**config.mk**
```make
export PLATFORM = sky130hd
export DESIGN_NAME = upload_arbiter
export DESIGN_NICKNAME = d
export VERILOG_FILES = /design/src/rtl/upload_arbiter.sv
export SDC_FILE = /design/constraint.sdc
export NUM_CORES = 1
export LEC_CHECK = 0
export BUFFER_PORTS_ARGS = -buffer_cell sky130_fd_sc_hd__buf_2
export CAP_MARGIN = 40
export CORE_AREA = 2 2 57 59
export CTS_BUF_LIST = sky130_fd_sc_hd__clkbuf_4
export DETAILED_ROUTE_END_ITERATION = 7
export DIE_AREA = 0 0 59 61
export PLACE_DENSITY = 0.9
export SLEW_MARGIN = 20
export SYNTH_ARGS = -nofsm -noshare
export SYNTH_HDL_FRONTEND = slang
export SYNTH_SLANG_ARGS = --single-unit
```
**constraint.sdc**
```tcl
create_clock -name clk -period 3.3 [get_ports clk]
set_input_delay 0.99 -clock clk [delete_from_list [all_inputs] [get_ports clk]]
set_output_delay 0.99 -clock clk [all_outputs]
set_load 0.1 [all_outputs]
```
**src/rtl/upload_arbiter.sv**
```systemverilog
// upload_arbiter: round-robin frame arbiter that merges NUM_CH byte streams into one output stream.
// Define UPLOAD_ARB_TIMEOUT_EN to add a stall watchdog that force-releases a grant and masks the channel.
module upload_arbiter #(
  parameter int unsigned NUM_CH         = 4,
  parameter int unsigned TIMEOUT_CYCLES = 1024
) (
  input  logic                      clk,
  input  logic                      rst_n,
  input  logic [NUM_CH-1:0]         in_req,
  input  logic [NUM_CH*8-1:0]       in_data,
  input  logic [NUM_CH*8-1:0]       in_source,
  input  logic [NUM_CH-1:0]         in_valid,
  output logic [NUM_CH-1:0]         in_ready,
  output logic                      out_req,
  output logic [7:0]                out_data,
  output logic [7:0]                out_source,
  output logic                      out_valid,
  input  logic                      out_ready,
  output logic [$clog2(NUM_CH)-1:0] grant_ch,
  output logic                      busy,
  output logic                      timeout_pulse
);

  localparam int unsigned CW = $clog2(NUM_CH);

  typedef enum logic [1:0] {
    S_IDLE  = 2'd0,
    S_GRANT = 2'd1,
    S_GAP   = 2'd2
  } state_t;

  state_t            r_state;
  state_t            w_state_nxt;
  logic [CW-1:0]     r_grant;
  logic [CW-1:0]     w_grant_nxt;
  logic [CW-1:0]     r_last;
  logic [CW-1:0]     w_last_nxt;
  logic [CW-1:0]     w_pick;
  logic [7:0]        r_src;
  logic [7:0]        w_src_nxt;
  logic [NUM_CH-1:0] w_elig;
  logic              w_found;
  logic              w_timeout;
  logic              w_to_hit;
  logic              w_sel_req;
  logic              w_sel_valid;
  logic [7:0]        w_sel_data;
  logic [7:0]        w_sel_src;

  // Granted channel's lanes
  assign w_sel_req   = in_req[r_grant];
  assign w_sel_valid = in_valid[r_grant];
  assign w_sel_data  = in_data[{r_grant, 3'b000} +: 8];
  assign w_sel_src   = in_source[{r_grant, 3'b000} +: 8];

  // Round-robin search starting one past the last granted channel
  always_comb begin : rr_pick
    w_found = 1'b0;
    w_pick  = '0;
    for (int unsigned i = 1; i <= NUM_CH; i++) begin
      if (!w_found && w_elig[CW'((32'(r_last) + i) % NUM_CH)]) begin
        w_found = 1'b1;
        w_pick  = CW'((32'(r_last) + i) % NUM_CH);
      end
    end
  end

`ifdef UPLOAD_ARB_TIMEOUT_EN
  localparam int unsigned TW = (TIMEOUT_CYCLES > 2) ? $clog2(TIMEOUT_CYCLES) : 1;

  logic [TW-1:0]     r_idle_cnt;
  logic [NUM_CH-1:0] r_mask;
  logic              r_timeout_pulse;
  logic              w_xfer;

  assign w_xfer        = (r_state == S_GRANT) && w_sel_valid && out_ready;
  assign w_elig        = in_req & ~r_mask;
  assign w_to_hit      = (r_idle_cnt == TW'(TIMEOUT_CYCLES - 1)) && !w_xfer;
  assign timeout_pulse = r_timeout_pulse;

  // Watchdog: counts stalled grant cycles; a mask holds until the channel drops its request
  always_ff @(posedge clk) begin : watchdog_reg
    if (!rst_n) begin
      r_idle_cnt      <= '0;
      r_mask          <= '0;
      r_timeout_pulse <= 1'b0;
    end else begin
      r_timeout_pulse <= w_timeout;
      r_mask          <= (r_mask & in_req) | (w_timeout ? (NUM_CH'(1) << r_grant) : '0);
      if (r_state != S_GRANT || w_xfer || w_timeout) begin
        r_idle_cnt <= '0;
      end else begin
        r_idle_cnt <= r_idle_cnt + TW'(1);
      end
    end
  end
`else
  logic w_unused_cfg;

  assign w_elig        = in_req;
  assign w_to_hit      = 1'b0;
  assign timeout_pulse = 1'b0;
  assign w_unused_cfg  = w_timeout | (TIMEOUT_CYCLES == 32'd0);
`endif

  // Next-state and combinational passthrough
  always_comb begin : fsm_comb
    w_state_nxt = r_state;
    w_grant_nxt = r_grant;
    w_last_nxt  = r_last;
    w_src_nxt   = r_src;
    w_timeout   = 1'b0;
    out_req     = 1'b0;
    out_data    = 8'h00;
    out_valid   = 1'b0;
    out_source  = r_src;
    in_ready    = '0;
    busy        = 1'b0;
    case (r_state)
      S_IDLE: begin
        if (w_found) begin
          w_state_nxt = S_GRANT;
          w_grant_nxt = w_pick;
        end
      end
      S_GRANT: begin
        busy              = 1'b1;
        out_req           = w_sel_req;
        out_data          = w_sel_data;
        out_source        = w_sel_src;
        out_valid         = w_sel_valid & w_sel_req;
        in_ready[r_grant] = out_ready;
        w_src_nxt         = w_sel_src;
        if (!w_sel_req) begin
          w_state_nxt = S_GAP;
          w_last_nxt  = r_grant;
        end else if (w_to_hit) begin
          w_state_nxt = S_GAP;
          w_last_nxt  = r_grant;
          w_timeout   = 1'b1;
        end
      end
      S_GAP: begin
        w_state_nxt = S_IDLE;
      end
      default: begin
        w_state_nxt = S_IDLE;
      end
    endcase
  end

  always_ff @(posedge clk) begin : fsm_reg
    if (!rst_n) begin
      r_state <= S_IDLE;
      r_grant <= '0;
      r_last  <= CW'(NUM_CH - 1);
      r_src   <= '0;
    end else begin
      r_state <= w_state_nxt;
      r_grant <= w_grant_nxt;
      r_last  <= w_last_nxt;
      r_src   <= w_src_nxt;
    end
  end

  assign grant_ch = r_grant;

endmodule

```
# Word level (Yosys, flattened, before mapping)
# Cells that the tools add are included.
word_totals:
  regBits: 14
  in_bits: 75
  out_inout_bits: 26
classes:
  add_sub_neg: 4
  magnitude_cmp: 6
  eq_ne: 3
  n_shift: 2
  mux: 31
  n_bitwise: 3
  reduce_logical: 11
ops:
  columns: ["operator", "n"]
  rows:
  - ["$shiftx 32x6->8", 2]
  - ["$mux 8", 2]
  - ["$lt 2x3->1 const B", 5]
  - ["$mux 1", 14]
  - ["$bmux 1 s2", 6]
  - ["$mux 2", 6]
  - ["$reduce_and 2->1", 3]
  - ["$add 2x1->2 const B", 2]
  - ["$add 2x2->2 const B", 2]
  - ["$and 4x4->4", 1]
  - ["$logic_and 1x1->1", 4]
  - ["$mux 4", 1]
  - ["$ne 2x2->1 const B", 2]
  - ["$pmux 2 s2", 1]
  - ["$logic_not 1->1", 3]
  - ["$demux 1 s2", 1]
  - ["$eq 2x1->1 const B", 1]
  - ["$ge 2x1->1 const B", 1]
  - ["$logic_not 2->1", 1]
  - ["$and 1x1->1", 1]
  - ["$not 1->1", 1]

# Logic depth before layout (Yosys ltp)
depth:
  ltp_word: 15
  mapped_depth: 6
  depth_no_buf: 4

# Worst setup path after synthesis
# No wires, ideal clock.
synth_timing:
  path_type: "register to output"
  startpoint: "reg r_grant[0] (netlist: grant_ch[0])"
  endpoint: "out in_ready[1]"
  t_arrival_ns: 3.682
  required_time_ns: 2.310
  path_slack_ns: -1.372
  path_stages_with_launch: 6
  n_path_buf: 3
  cell_sequence: "dfxtp_1 > buf_6 > buf_12 > buf_2 > inv_1 > nor3_1"
synth_via:
  elab_chain_len: 6
  elab_cells_between_ends: 7
  cone_classes: "2 x order compare; 3 x mux; 1 x bitwise; 1 x reduce/logical"
synth_rtl:
  columns: ["item", "line", "rtl"]
  rows:
  - ["start: declaration", "34", "logic [CW-1:0] r_grant;"]
  - ["start signal: assignment", "160", "r_grant <= w_grant_nxt;"]
  - ["$lt 2x3->1 (implied by the code) or $ge 2x1->1 (tied branches)", "132", "in_ready[r_grant] = out_ready;"]
  - ["$logic_and 1x1->1 (implied by the code)", "132", null]
  - ["$mux 1 (implied by the code)", "132", null]
  - ["$demux 1 s2 *", "132", null]
  - ["$and 4x4->4 (no line) *", null, null]
  - ["$mux 4 *", "119", "case (r_state)"]
  - ["end: declaration", "13", "output logic [NUM_CH-1:0] in_ready,"]
# Mark *: on every way between the ends. The rest lies on a longest branch, timed or not.

# Worst setup path in the final report
layout_timing:
  startpoint: "in in_source[8]"
  endpoint: "out out_source[0]"
layout_via:
  elab_chain_len: 2
layout_rtl:
  columns: ["item", "line", "rtl"]
  rows:
  - ["start: declaration", "11", "input logic [NUM_CH*8-1:0] in_source,"]
  - ["$shiftx 32x6->8", "54", "assign w_sel_src = in_source[{r_grant, 3'b000} +: 8];"]
  - ["$mux 8", null, null]
  - ["end: declaration", "16", "output logic [7:0] out_source,"]
# Every way passes these cells.

==> results.sh <==
export IMPL_synth_area_leaders="dfxtp_1 (23%), mux4_2 (18%), mux4_1 (17%), and2_1 (8.6%), mux2_4 (4.8%)"
export IMPL_ys_ff_latch=14
export IMPL_path_class="in -> out"
export IMPL_syn_nets=184
export IMPL_synth_distinct_cells=31
export IMPL_grt_total_usage_pct=19.1
export IMPL_grt_ovfl_total=0
export IMPL_drc=1
export IMPL_io_pins=101
export IMPL_grt_antenna_before_repair=0
export IMPL_outcome="complete, but fails checks"
export IMPL_portBuffers=99
export IMPL_routed_via_count=1267
export IMPL_core_area_um2=2950
export IMPL_drive_gt1_share_pct=64.2
export IMPL_cts_buffers_inserted=3
export IMPL_core_rowCount=20
export IMPL_cp_max_fo=2
export IMPL_failed_checks="design-rule violations"
export IMPL_internal_power_uw=435
export IMPL_start_util_pct=42.0
export IMPL_crit_slowest_cell="mux4_1"
export IMPL_gp_congestion=0.783
export IMPL_syn_area_um2=1240
export IMPL_p_sw_uw=556
export IMPL_max_cap_violations=0
export IMPL_switching_share_pct=56.1
export IMPL_dpl_instance_area_um2=1770
export IMPL_synth_edf_count=0
export IMPL_hold_path_class="reg -> reg"
export IMPL_ir_drop_v=0.000209
export IMPL_slowest_delay_ps=500
export IMPL_hpwl_mm=2.82
export IMPL_netlist_instances=109
export IMPL_synth_top_area_share_pct=22.6
export IMPL_pwr_share_comb_pct=66.9
export IMPL_ctsHoldBuffers=0
export IMPL_grt_first_pass_wirelength_mm=5.28
export IMPL_drt_wl_total_mm=3.41
export IMPL_cp_data_required_time_ps=2310
export IMPL_path_cells="buf_2 -> mux4_1 -> mux2_2 -> buf_2"
export IMPL_crit_path_start_kind="primary input"
export IMPL_final_core_util_pct=60.6
export IMPL_cts_setup_buffers=0
export IMPL_clock_latency_ps=270
export IMPL_cp_num_buf_inv=2
export IMPL_tightest_slew_ps=564
export IMPL_routedWlPerCell_um=14.4
export IMPL_period_share_pct=95.5
export IMPL_path_delay_family="multiplexers"
export IMPL_crit_arrival_ps=2160
export IMPL_root_buffer="clkbuf_4"
export IMPL_n_antenna_cell=0
export IMPL_grt_max_degree=25
export IMPL_p_seq_share_pct=23.6
export IMPL_max_freq_ghz=0.317
export IMPL_drv_slew=0
export IMPL_finalSetupTns_ps=0
export IMPL_clkPwrFrac_pct=9.6
export IMPL_leakage_uw=0.000896
export IMPL_grt_pass1_vias=1249
export IMPL_die_area_um2=3600
export IMPL_rsz0062_at_grt="false"
export IMPL_viasPerCell=5.35
export IMPL_cpMostUsedCell="buf_2"
export IMPL_powerDensity_nw_per_um2=554
export IMPL_whs_ps=488
export IMPL_die_x_um=59
export IMPL_final_hold_violation_count=0
export IMPL_endpoint_kind="output pin"
export IMPL_finalCriticalPeriod_ps=3150
export IMPL_highest_layer="met4"
export IMPL_synth_flop_cell="dfxtp_1"
export IMPL_final_cell_area_um2=1790
export IMPL_setup_violations=0
export IMPL_wl_met2_mm=1.82
export IMPL_ys_seq_area_share_pct=22.6
export IMPL_met1_length_mm=1.33
export IMPL_clkSlewWorstSetupHoldPaths_ps=80
export IMPL_final_antenna_net_count=0
export IMPL_yosys_area_top_type="dfxtp_1"
export IMPL_fin_nets=281
export IMPL_dr_wl_met3_um=251
export IMPL_die_h_um=61
export IMPL_maxSlewHeadroom_pct=62.4
export IMPL_clockBufferDepth=2
export IMPL_clock_sinks=14
export IMPL_synthArstFlopShare_pct=0
export IMPL_area_delta_synth_final_pct=44.1
export IMPL_ys_warn_count=0
export IMPL_first_pass_iters=6
export IMPL_cts_resized=0
export IMPL_h_tree_depth=1
export IMPL_power_total_uw=991
export IMPL_cts_tree="done"
export IMPL_finClkSkew_ps=1.39
export IMPL_syn_area_per_cell_um2=11.4
export IMPL_drtIter0Drc=32
cell usage after synthesis (2+ instances only):
library cell,n
nor3b_1,3
nor2_1,4
mux4_1,8
mux2i_1,2
mux2_2,4
nor3_1,4
and2_1,17
a21oi_1,5
clkbuf_1,4
o211ai_1,2
nor2b_1,2
mux2_4,4
buf_4,2
dfxtp_1,14
nand2_1,6
buf_2,2
nand2b_1,3
mux4_2,10
area by class of cell:
class	instances	area [um2]
Inverter	1	3.75
Multi-Input combinational cell	84	920
Clock buffer	3	22.5
Timing Repair Buffer	102	518
Tap cell	33	41.3
Sequential cell	14	283
Fill cell	261	1160
final timing paths:
check	from	end	slack (ps)	cells past startpoint
max	in_source[8]	out_source[0]	150	4
min	r_state[1]	r_state[0]	490	1
min reg2reg	r_state[1]	r_state[0]	490	1
max reg2reg	grant_ch[0]	r_last[0]	1270	6
metrics by stage:
| step | setup slack [ps] | instances |
|---|---|---|
| final | 148 | 237 |
| after global routing | 80.9 | 237 |
| after CTS | 142 | 237 |
| after detailed placement | 145 | 234 |
| after global placement | 139 | 234 |
| after floorplan | 33.1 | 109 |
cells by family after synthesis:
group | Yosys count | synth area share (%)
simple gates | 44 | 20.4
mux | 28 | 45.2
flops | 14 | 22.6
compound gates | 11 | 5.54
buf+inv | 11 | 6.05
other cells | 1 | 0.302
power by group through the flow:
stage | combinational [uW] | clock, uW | sequential (uW)
after global placement | 657 | 0 | 237
after CTS | 666 | 99.6 | 234
after floorplan | 563 | 0 | 236
final | 662 | 94.8 | 233
after detailed placement | 665 | 0 | 238
after global routing | 692 | 106 | 240
sequential cells by signal (all words and copies together), names as in the netlist:
| register | flops |
|---|---|
| r_src | 8 |
| grant_ch | 2 |
| r_last | 2 |
| r_state | 2 |
worst reg2reg max path: cells and delay by family (launching register included):
family / cells / cell delay (ps)
buf+inv: 2 / 430
flops: 1 / 570
mux: 2 / 580
simple gates: 2 / 340
per-layer routing:
metal  vias to the layer above  GRT usage [%]
li1                        606              -
met1                       607           20.3
met2                        52           38.3
met3                         2           4.48
met4                         0           3.90
met5                         -              0
cells in the final DEF (no fill, tap or decap), types with 4 or more instances in the layout:
cell | Yosys | layout
buf_2 | 2 | 99
and2_1 | 17 | 17
dfxtp_1 | 14 | 12
mux4_2 | 10 | 10
mux4_1 | 8 | 8
nand2_1 | 6 | 6
a21oi_1 | 5 | 5
mux2_4 | 4 | 4
mux2_2 | 4 | 4
(Power assumes the default switching activity.)
